<file path="src/rtl/ram_arbiter.sv">
// Two-requester arbiter in front of one shared single-port RAM bank.
// Each accepted request runs IDLE -> ACCESS -> RESP, so at most one is in
// flight. Contention is resolved by a round-robin priority pointer.
module ram_arbiter #(
  parameter int unsigned WIDTH  = 16,
  parameter int unsigned ADDR_W = 3
) (
  input  logic              clk,
  input  logic              reset_n,
  input  logic              a_valid,
  input  logic              a_we,
  input  logic [ADDR_W-1:0] a_addr,
  input  logic [WIDTH-1:0]  a_data,
  input  logic              b_valid,
  input  logic              b_we,
  input  logic [ADDR_W-1:0] b_addr,
  input  logic [WIDTH-1:0]  b_data,
  output logic              a_ready,
  output logic              b_ready,
  output logic              a_rsp_valid,
  output logic              b_rsp_valid,
  output logic [WIDTH-1:0]  rsp_data,
  output logic [WIDTH-1:0]  ram_in,
  output logic [ADDR_W-1:0] ram_address,
  output logic              ram_load,
  input  logic [WIDTH-1:0]  ram_out,
  output logic              busy
);

  typedef enum logic [1:0] {
    S_IDLE   = 2'd0,
    S_ACCESS = 2'd1,
    S_RESP   = 2'd2
  } state_e;

  typedef struct packed {
    logic              we;
    logic [ADDR_W-1:0] addr;
    logic [WIDTH-1:0]  data;
  } req_t;

  state_e            state_q, state_d;
  logic              prio_b_q;     // 1: B wins a tie, 0: A wins a tie
  logic              win_b_q;      // owner of the transaction in flight
  logic              ram_load_q;
  logic [ADDR_W-1:0] ram_address_q;
  logic [WIDTH-1:0]  ram_in_q;
  logic [WIDTH-1:0]  rsp_data_q;
  logic              a_rsp_q;
  logic              b_rsp_q;
  logic              busy_q;

  logic              accept;
  logic              grant_b;
  req_t              sel_req;

  // Next state, combinational grants and selection of the winning payload
  always_comb begin
    state_d = state_q;
    accept  = 1'b0;
    grant_b = 1'b0;
    a_ready = 1'b0;
    b_ready = 1'b0;
    case (state_q)
      S_IDLE: begin
        if (a_valid || b_valid) begin
          accept  = 1'b1;
          grant_b = b_valid && (!a_valid || prio_b_q);
          a_ready = !grant_b;
          b_ready = grant_b;
          state_d = S_ACCESS;
        end
      end
      S_ACCESS: state_d = S_RESP;
      S_RESP:   state_d = S_IDLE;
      default:  state_d = S_IDLE;
    endcase
    sel_req = grant_b ? req_t'{we: b_we, addr: b_addr, data: b_data}
                      : req_t'{we: a_we, addr: a_addr, data: a_data};
  end

  // State register and busy flag
  always_ff @(posedge clk or negedge reset_n) begin
    if (!reset_n) begin
      state_q <= S_IDLE;
      busy_q  <= 1'b0;
    end else begin
      state_q <= state_d;
      busy_q  <= (state_d != S_IDLE);
    end
  end

  // Latch the accepted request onto the RAM port; write strobe lasts one cycle
  always_ff @(posedge clk or negedge reset_n) begin
    if (!reset_n) begin
      win_b_q       <= 1'b0;
      ram_load_q    <= 1'b0;
      ram_address_q <= '0;
      ram_in_q      <= '0;
    end else begin
      ram_load_q <= accept && sel_req.we;
      if (accept) begin
        win_b_q       <= grant_b;
        ram_address_q <= sel_req.addr;
        ram_in_q      <= sel_req.data;
      end
    end
  end

  // Capture response data leaving ACCESS and strobe the owner's rsp_valid
  always_ff @(posedge clk or negedge reset_n) begin
    if (!reset_n) begin
      rsp_data_q <= '0;
      a_rsp_q    <= 1'b0;
      b_rsp_q    <= 1'b0;
    end else begin
      a_rsp_q <= 1'b0;
      b_rsp_q <= 1'b0;
      if (state_q == S_ACCESS) begin
        rsp_data_q <= ram_load_q ? ram_in_q : ram_out;
        a_rsp_q    <= !win_b_q;
        b_rsp_q    <= win_b_q;
      end
    end
  end

  // Round-robin pointer hands priority to the loser once the response is done
  always_ff @(posedge clk or negedge reset_n) begin
    if (!reset_n) begin
      prio_b_q <= 1'b0;
    end else if (state_q == S_RESP) begin
      prio_b_q <= !win_b_q;
    end
  end

  assign ram_load    = ram_load_q;
  assign ram_address = ram_address_q;
  assign ram_in      = ram_in_q;
  assign rsp_data    = rsp_data_q;
  assign a_rsp_valid = a_rsp_q;
  assign b_rsp_valid = b_rsp_q;
  assign busy        = busy_q;

endmodule

</file>
<file path="config.mk">
export PLATFORM = sky130hd
export DESIGN_NAME = ram_arbiter
export DESIGN_NICKNAME = d
export VERILOG_FILES = /design/src/rtl/ram_arbiter.sv
export SDC_FILE = /design/constraint.sdc
export NUM_CORES = 1
export LEC_CHECK = 0
export ABC_AREA = 1
export ABC_CLOCK_PERIOD_IN_PS = 1540
export BUFFER_PORTS_ARGS = -buffer_cell sky130_fd_sc_hd__buf_2
export CAP_MARGIN = 0
export CORE_MARGIN = 2
export CORE_UTILIZATION = 46
export DETAILED_ROUTE_END_ITERATION = 16
export PLACE_DENSITY = 0.77
export REMOVE_ABC_BUFFERS = 1
export SLEW_MARGIN = 5
export SYNTH_ARGS = -nofsm -noshare
export SYNTH_HDL_FRONTEND = slang
export SYNTH_SLANG_ARGS = --single-unit
</file>
<file path="constraint.sdc">
create_clock -name clk -period 1.54 [get_ports clk]
set_input_delay 0.077 -clock clk [delete_from_list [all_inputs] [get_ports clk]]
set_output_delay 0.077 -clock clk [all_outputs]
set_load 0.01 [all_outputs]
</file>
==> metrics.csv <==
metric,value,unit
status,"complete, no violations",
DP Cell Count,430,
Final Hold Viols,0,
utilization after layout,63.91,%
via count,2172,
Synth Area in Compound Gates,8.610,%
pin count of the biggest net entering global routing,22,
Die Y-Extent,72.38,µm
largest family of logic cells by synthesized area,simple AND/OR/NAND/NOR gates,
FMAX,702.5,MHz
CP arrival,1.35,ns
vias in the first global route,2054,
CP Buf/Inv Count,3,
mux cell area share after synthesis,0,%
Max rail drop VDD,898.3,µV
Synth Area in XOR/XNOR,0,%
"top cells by area, synth","dfrtp_1, nand2_1, inv_1, nand4_1, o21ai_0",
CTS tree,built,
n_diodes,0,
Routed Antenna Nets,0,
root buffer cell,clkbuf_8,
Worst-Skew Late Latency,0.29,ns
Post-Route WL,5654,µm
Finished Cell Area,2840,µm²
Placeable Area,4444,µm²
Synth Area in Adders,0,%
Mapped Area,2151,µm²
die area,5239,µm²
area grow syn2layout,32.05,%
crit path cell chain,"nor2_4, nand3_2, buf_4, inv_1, buf_2",
Num CTS Buffers,5,
"Slew Viols, Final",0,
setup repair bufs after CTS,0,
DP HPWL,4152,µm
H-Tree Depth,2,
most used cells in the layout excluding fill and tap cells,"buf_2, nand2_1, inv_1",
initial antenna violation count,0,
CP startpoint kind,flop,
cell taking the most area after synthesis,dfrtp_1,
"most common cell after layout, fill and taps aside",buf_2,
share of layout cells above drive strength 1,32.56,%
Layout Cells excl Fill,439,
Power per Cell Area,1962,nW/µm²
WS Path Type,flop to output pin,
Worst Max-Slew Pin Slew,0.5416,ns
Critical Path Slowest Stage Cell,dfrtp_2,
Slew headroom,63.85,%
Critical Path End Type,output pin,
gr usage total,22.70,%
DR iter-0 viols,120,
Synth cell types,19,
WP data required,1.46,ns
CP top delay family,flip-flops,
Simple-Gate Fraction of Synth Area,28.74,%
CP Max Fanout,13,
die width,72.38,µm
DRC viols,0,
FF+latch area,1077,µm²
Synth top area share,50.03,%
post-synthesis instance total,282,
Max Cap Viol,0,
Fin Hold WS,0.04479,ns
area post-placement,2724,µm²
register area share after synthesis,50.03,%
routability cong.,0.7971,
1st-pass router iterations,4,
Mean Syn Cell Area,7.627,µm²
Tmin final,1.423,ns
HP Class,input port to flop,
clock buffer depth,2,
Tcrit/Tclk final,92.43,%
Seq cells post-synth,43,
synth warn,0,
Via density,4.948,
CP max stage delay,0.45,ns
io pins,101,
nets,446,
Clock Sinks,43,
final setup violation count,0,
fillers,399,
"CTS clk-pin slew, worst paths",0.07,ns
first-pass GRT wire length,9315,µm
WL per Instance,12.88,µm
Worst Skew,0.006907,ns
# port buffers,100,
multi-input logic area,803.3,µm²
P_leak,1.698,nW
Initial Util,48.40,%
row count,24,
unrepaired setup endpoints after global routing,false,
total gr overflow,0,
state kept, by name, summed over array words and instances, names as in the netlist, 2 cells and up:
register / cells
ram_in: 16
ram_address: 3
state_q: 2
rsp_data: 16
final timing paths:
kind / depth (start not counted) / startpoint / slack [ns] / endpoint
min in group asynchronous: 2 / reset_n / 0.26 / rsp_data[3]
setup reg to reg: 5 / state_q[0] / 0.20 / rsp_data[15]
setup / recovery: 5 / state_q[1] / 0.12 / b_ready
hold / removal: 3 / b_we / 0.04 / ram_load
max in group asynchronous: 3 / reset_n / 0.73 / ram_address[0]
hold reg to reg: 1 / win_b_q / 0.47 / a_rsp_valid
Yosys cell counts:
cell / instances
o21ai_1: 10
buf_2: 7
dfrtp_1: 43
nand4_1: 19
inv_2: 2
buf_8: 1
nor2_1: 20
buf_4: 2
o21ai_0: 23
nand3_1: 19
nor2_4: 2
inv_1: 45
a31oi_1: 1
clkbuf_1: 5
a21oi_1: 1
o21ai_2: 1
nand3_2: 1
nand2_1: 79
buf_6: 1
metrics by stage:
stage | worst slack [ns] | TNS [ns] | total power [mW]
global route | 0.008658 | 0 | 6.085
floorplan | -0.02486 | -0.1359 | 3.562
finish | 0.1166 | 0 | 5.574
CTS | 0.01316 | 0 | 5.595
global placement | 0.2609 | 0 | 4.727
detailed placement | 0.2127 | 0 | 4.809
area by class of cell:
cell class                 count  share of cell area [%]
inverter                      47                   6.388
clock buffer                   8                   3.524
multi-input combinational    176                   28.28
timing repair buffer         113                   21.59
tap                           52                   2.291
sequential                    43                   37.93
timing repair:
action | CTS | global route
hold buffers | 1 | 0
hold endpoints to repair | 19 | 0
endpoints found under the setup margin | 0 | 2
resized for setup | 0 | 3
worst register-to-register path, stage by stage, from the launching register on:
cell,delay [ns]
dfrtp_1,0.40
inv_1,0.11
nor2_4,0.27
inv_2,0.23
nand2_1,0.12
o21ai_0,0.09
report_power, final:
group / leakage (nW) / internal, mW / switching [mW]
Clock: 0.0515 / 0.409 / 0.367
Sequential: 0.525 / 1.70 / 0.357
Combinational: 1.12 / 1.06 / 1.68
Total: 1.70 / 3.17 / 2.40
kinds of logic (layout without fill, tap and decap cells):
group / Yosys count / after routing
flip-flops: 43 / 43
AND/OR/NAND/NOR: 140 / 140
buffers and inverters: 63 / 168
AO/OA/AOI/OAI: 36 / 36
routing by layer:
metal | part of all wire, % | track usage [%]
met5 | 0 | 0
met4 | 1.6 | 7.819
met3 | 7.6 | 4.306
met2 | 48 | 38.63
met1 | 43 | 29.10
Power figures use the tool's default switching activity.
